**src/rtl/alt_vipcto_is2vid_av_st_input.sv**
```systemverilog
// Avalon-ST video input: decodes packet headers, writes video beats to a FIFO.
// Optional counters are built only when AVST_IN_PACKET_COUNTERS_EN is defined.
//
// Ports:
//   is_clk, rst_n           clock, synchronous active-low reset
//   is_valid/is_data/is_sop/is_eop/is_ready  Avalon-ST sink (ready latency 0)
//   wrreq, wrdata, full     FIFO write side, wrdata = {pixel data, eop}
//   ctrl_width/height/interlace/valid  decoded control packet fields + strobe
//   video_frame_count, discard_count   packet statistics (0 when disabled)
module alt_vipcto_is2vid_av_st_input #(
  parameter int DATA_WIDTH = 20,
  parameter int NUMBER_OF_COLOUR_PLANES_IN_PARALLEL = 2,
  parameter int BPS = 10,
  parameter int FIFO_WIDTH = DATA_WIDTH + 1
) (
  input  logic                  is_clk,
  input  logic                  rst_n,
  input  logic                  is_valid,
  input  logic [DATA_WIDTH-1:0] is_data,
  input  logic                  is_sop,
  input  logic                  is_eop,
  output logic                  is_ready,
  output logic                  wrreq,
  output logic [FIFO_WIDTH-1:0] wrdata,
  input  logic                  full,
  output logic [15:0]           ctrl_width,
  output logic [15:0]           ctrl_height,
  output logic [3:0]            ctrl_interlace,
  output logic                  ctrl_valid,
  output logic [15:0]           video_frame_count,
  output logic [15:0]           discard_count
);

  localparam int N = NUMBER_OF_COLOUR_PLANES_IN_PARALLEL;

  typedef enum logic [1:0] {
    IDLE,
    CONTROL,
    VIDEO,
    DISCARD
  } state_t;

  state_t state;

  logic       acc;
  logic       hdr;
  logic       body;
  logic [3:0] pkt_type;

  assign is_ready = (state == VIDEO) ? ~full : 1'b1;
  assign acc      = is_valid & is_ready;
  assign hdr      = acc & is_sop;
  assign body     = acc & ~is_sop;
  assign pkt_type = is_data[3:0];

  // Control symbol decode
  logic [3:0]  sym_cnt;
  logic [3:0]  sym_nx;
  logic [4:0]  sym_sum;
  logic        hit8;
  logic [4:0]  k;
  logic [3:0]  nib;
  logic [15:0] w_sh;
  logic [15:0] h_sh;
  logic [3:0]  il_sh;
  logic [15:0] w_nx;
  logic [15:0] h_nx;
  logic [3:0]  il_nx;

  always_comb begin
    w_nx  = w_sh;
    h_nx  = h_sh;
    il_nx = il_sh;
    k     = '0;
    nib   = '0;
    for (int l = 0; l < N; l++) begin
      k   = {1'b0, sym_cnt} + 5'(l);
      nib = is_data[BPS*l +: 4];
      case (k)
        5'd0:    w_nx[15:12] = nib;
        5'd1:    w_nx[11:8]  = nib;
        5'd2:    w_nx[7:4]   = nib;
        5'd3:    w_nx[3:0]   = nib;
        5'd4:    h_nx[15:12] = nib;
        5'd5:    h_nx[11:8]  = nib;
        5'd6:    h_nx[7:4]   = nib;
        5'd7:    h_nx[3:0]   = nib;
        5'd8:    il_nx       = nib;
        default: ;
      endcase
    end
  end

  // Saturate at 9 so later symbols are ignored and 8 is only hit once
  assign sym_sum = {1'b0, sym_cnt} + 5'(N);
  assign sym_nx  = (sym_sum > 5'd9) ? 4'd9 : sym_sum[3:0];
  assign hit8    = (sym_cnt <= 4'd8) && (sym_sum > 5'd8);

  always_ff @(posedge is_clk) begin
    if (!rst_n) begin
      state          <= IDLE;
      wrreq          <= 1'b0;
      wrdata         <= '0;
      sym_cnt        <= '0;
      w_sh           <= '0;
      h_sh           <= '0;
      il_sh          <= '0;
      ctrl_width     <= '0;
      ctrl_height    <= '0;
      ctrl_interlace <= '0;
      ctrl_valid     <= 1'b0;
    end else begin
      wrreq      <= 1'b0;
      ctrl_valid <= 1'b0;
      if (hdr) begin
        sym_cnt <= '0;
        if (is_eop) begin
          state <= IDLE;
        end else begin
          unique case (1'b1)
            (pkt_type == 4'h0): state <= VIDEO;
            (pkt_type == 4'hF): state <= CONTROL;
            default:            state <= DISCARD;
          endcase
        end
      end else if (body) begin
        unique case (state)
          IDLE: ;
          VIDEO: begin
            wrreq  <= 1'b1;
            wrdata <= FIFO_WIDTH'({is_data, is_eop});
            if (is_eop)
              state <= IDLE;
          end
          CONTROL: begin
            sym_cnt <= sym_nx;
            w_sh    <= w_nx;
            h_sh    <= h_nx;
            il_sh   <= il_nx;
            if (hit8) begin
              ctrl_width     <= w_nx;
              ctrl_height    <= h_nx;
              ctrl_interlace <= il_nx;
              ctrl_valid     <= 1'b1;
            end
            if (is_eop)
              state <= IDLE;
          end
          DISCARD: begin
            if (is_eop)
              state <= IDLE;
          end
          default: state <= IDLE;
        endcase
      end
    end
  end

`ifdef AVST_IN_PACKET_COUNTERS_EN
  logic [15:0] vf_cnt;
  logic [15:0] dc_cnt;
  logic        vf_ev;
  logic        ab_ev;
  logic        de_ev;

  assign vf_ev = body & is_eop & (state == VIDEO);
  assign ab_ev = hdr & (state != IDLE);
  assign de_ev = hdr & ~is_eop &
                 (pkt_type != 4'h0) & (pkt_type != 4'hF);

  always_ff @(posedge is_clk) begin
    if (!rst_n) begin
      vf_cnt <= '0;
      dc_cnt <= '0;
    end else begin
      vf_cnt <= vf_cnt + 16'(vf_ev);
      dc_cnt <= dc_cnt + 16'(ab_ev) + 16'(de_ev);
    end
  end

  assign video_frame_count = vf_cnt;
  assign discard_count     = dc_cnt;
`else
  assign video_frame_count = '0;
  assign discard_count     = '0;
`endif

endmodule

```
**config.mk**
```make
export PLATFORM = sky130hd
export DESIGN_NAME = alt_vipcto_is2vid_av_st_input
export DESIGN_NICKNAME = d
export VERILOG_FILES = /design/src/rtl/alt_vipcto_is2vid_av_st_input.sv
export SDC_FILE = /design/constraint.sdc
export NUM_CORES = 1
export LEC_CHECK = 0
export BUFFER_PORTS_ARGS = -buffer_cell sky130_fd_sc_hd__buf_2
export CAP_MARGIN = 40
export CORE_ASPECT_RATIO = 1.2
export CORE_MARGIN = 2
export CORE_UTILIZATION = 56
export CTS_CLUSTER_SIZE = 24
export DETAILED_ROUTE_END_ITERATION = 16
export PLACE_DENSITY_LB_ADDON = 0.25
export REMOVE_ABC_BUFFERS = 1
export SLEW_MARGIN = 20
export SYNTH_ARGS = -nofsm -noshare
export SYNTH_HDL_FRONTEND = slang
export SYNTH_SLANG_ARGS = --single-unit
```
**constraint.sdc**
```tcl
create_clock -name is_clk -period 2.75 [get_ports is_clk]
set_input_delay 0.55 -clock is_clk [delete_from_list [all_inputs] [get_ports is_clk]]
set_output_delay 0.55 -clock is_clk [all_outputs]
set_load 0.005 [all_outputs]
```
==> impl_results.md <==
- Resized Gates After CTS: 0
- Top FF cell, synth: dfxtp_1
- Commonest cells post-synth: dfxtp_1 (101), nand2_1 (60), o2bb2ai_1 (35)
- Reg2reg path depth: 4
- CTS Sinks: ~100
- Vias in the first global route: 3238
- R2r setup slk: 0.56 ns
- Main combinational cell family by area after synthesis: compound AO/OA/AOI/OAI gates
- Crit start category: flop
- Vias per Instance: 5.49
- H-tree levels: 3
- Top cell type's share of synthesized area: 44.3%
- Hold Crit Class: input pin to flop
- Flops & latches, synth: 101
- Starting DRC count in detailed routing: around 170
- Synth Area per Inst: 9.43 µm²
- Post-synthesis compound-gate area fraction: a little under a fifth
- Synth cell types: between 40 and 50
- Post-synthesis xor/xnor area fraction: 0.192%
- Post-synth EDFFs: 0
- Initial antenna violation count: 0
- Crit path max-delay family: simple AND/OR/NAND/NOR gates
- Clock Root Buffer: clkbuf_8
- Rows: 36
- GPL Wtd Cong: between 0.8 and 0.9
- I/O Pins: 118
- Worst-Margin Slew: 0.759 ns
- CTS tree: built
- CTS Hold Buffers Added: 0
- RSZ-0062 raised after global routing: no
- Grt ovf: 0
- Skew-Pair Late Insertion Delay: about 0.37 ns
- Multi-input logic area: approximately 0.0022 mm²
- Simple-Gate Fraction of Synth Area: between 10% and 20%
- N_diodes: 0
- Met1 wire length: 4.32 mm
- Ranking of synthesized cells by area: dfxtp_1 (44%), o2bb2ai_1 (6.7%), buf_4 (5.6%)
- Top Metal Used: met4
- Tot GR Track Use: about 22%
- Pwr Total: approximately 2.6 mW
- Sequential share of the synthesized area: between 40% and 50%
- Critical Path, Cell by Cell: nor4b_4 > o21a_2 > nand3_4 > a2bb2o_4
- Chip Width: 86.4 µm
- Layout area overhead: 12.4%
- Die ar.: 0.00889 mm²
- Final period utilization: between 70% and 80%
- Post-synth ARST share: 0%
- Final setup TNS: 0 ns
- Final setup fails: 0
- Worst vdd ir: ~0.33 mV
- Max incr delay on CP: 0.75 ns
- Most common cell in the netlist: dfxtp_1
- Largest net degree at the start of global routing: 41
- Setup Buffers After CTS: 0
- I/O Buffers: between 80 and 90
- CP endpoint kind: flop
- FMAX: ~0.46 GHz
- Minimum clock period: 2.19 ns
- Leading area contributor after synthesis: dfxtp_1
- Hold Fails Final Rpt: 0
- Pwr dens: 516 mW/mm²
- Slowest CP cell: dfxtp_1
- Initial core utilization: a little under three fifths
- Drt drc: 0
- Fill cells: a little under 700
- Fin Clk Skew: 0.0112 ns
- Register area: 0.00202 mm²
- DP Area: 0.00490 mm²
- Clock Pin Slew Worst Setup and Hold Paths: 0.10 ns
- Crit path from: sym_cnt[3]
- Core area: 0.00802 mm²
- CP bufs+invs: 0
- DR vias: 3587
- Nets: 581
- Metal2 WL: ~4.6 mm
- Max Slew Vio Count: 0
- Cell leakage power: 2.14 nW
- CP arrival: 2.52 ns
- Ratio of cells with drive above 1 in the final layout: roughly a quarter
- Critical Setup Path Class: flop to flop
- Synthesized area: around 0.0046 mm²
- Pre-Repair DR Iteration Count: 4
- Reg2reg end: ctrl_height[4]
- Synth Area in Adders: 0.548%
- Levels on crit path: 4
- DPL Wire Length: 6.46 mm
- First-pass GRT wire length: 15.7 mm
- Final WL: 9.59 mm
- Mux contribution to synthesized area: 10.5%
- Metal3 WL: 559 µm
- Number of max-cap violations: 0
- Required @ worst endpoint: about 3.1 ns
- CTS buffer count: 9
- Clock buffer depth: 2
- CP endpoint: ctrl_height[4]
- Reg2reg start: sym_cnt[3]
- Post-Layout Inst Area: 0.00513 mm²
- Cells after synthesis: 484
- Slew headroom: 47.9%
- Status: finished clean
- Die height: 103 µm
- Yosys warns: 0
- Drt wl/cell: 14.7 µm
- Worst hold start: is_data[19]
- Worst Path Max Fanout: 37
- Remaining antenna violation count: 0
==> layout by cell type (no fill, tap or decap), drive strengths merged, types with 3 or more instances in the layout <==
cell type	instances
a21oi	31
buf	96
inv	3
conb	32
mux2i	24
nor2	26
o2bb2ai	35
dfxtp	101
or3	3
mux2	20
clkbuf	11
nand3	24
nand2	60
nor4b	3
a211oi	16
and2	4
o21ai	34
==> metal layers <==
metal	up-vias	track usage (%)
li1	1786	-
met1	1655	29.1
met2	132	36.7
met3	14	3.92
met4	0	9.01
met5	-	0
==> state kept, by name, summed over array words and instances, names as in the netlist <==
signal	flops
sym_cnt	4
ctrl_interlace	4
w_sh	16
wrdata	21
ctrl_height	16
ctrl_valid	1
il_sh	4
state	2
h_sh	16
wrreq	1
ctrl_width	16
==> tightest hold or removal path, stage by stage <==
cell and delay [ns]:
buf_2 0.10, nand2_1 0.05, a21oi_1 0.05
==> power breakdown <==
group	switching (mW)	internal, mW
clock network	0.504	0.539
registers	0.00341	1.47
logic	0.0911	0.0422
==> cells by family (layout without fill, tap and decap cells) <==
kind of cell / count (synthesis) / count (layout)
other cells: 1 / 32
mux: 44 / 44
xor+xnor: 1 / 1
buf+inv: 73 / 116
compound gates: 122 / 122
flops: 101 / 101
simple gates: 140 / 140
fa+ha+maj: 2 / 2
==> cell type report <==
| type | instances | area share [%] |
|---|---|---|
| Sequential cell | 101 | 39.4 |
| Inverter | 4 | 0.293 |
| Multi-Input combinational cell | 341 | 43.3 |
| Timing Repair Buffer | 96 | 10.3 |
| Tap cell | 95 | 2.32 |
| Clock inverter | 5 | 1.63 |
| Clock buffer | 11 | 2.76 |
==> stage by stage <==
step	util (%)	setup slack [ns]	hold WS, ns	std cells
2_1_floorplan	-	0.503	0.439	446
3_3_place_gp	60.8	0.542	0.439	636
3_5_place_dp	61.2	0.512	0.441	637
4_1_cts	64.0	0.514	0.399	653
5_1_grt	64.0	0.326	0.402	653
6_report	64.0	0.555	0.408	653
==> worst min-delay path by stage <==
stage | depth (start not counted) | end
after floorplan | 2 | h_sh[12]
after global placement | 2 | wrdata[9]
after detailed placement | 1 | ctrl_width[12]
after CTS | 3 | wrdata[20]
after global routing | 3 | wrdata[20]
final | 3 | wrdata[20]
No activity file was read; power rests on OpenSTA's default activity.
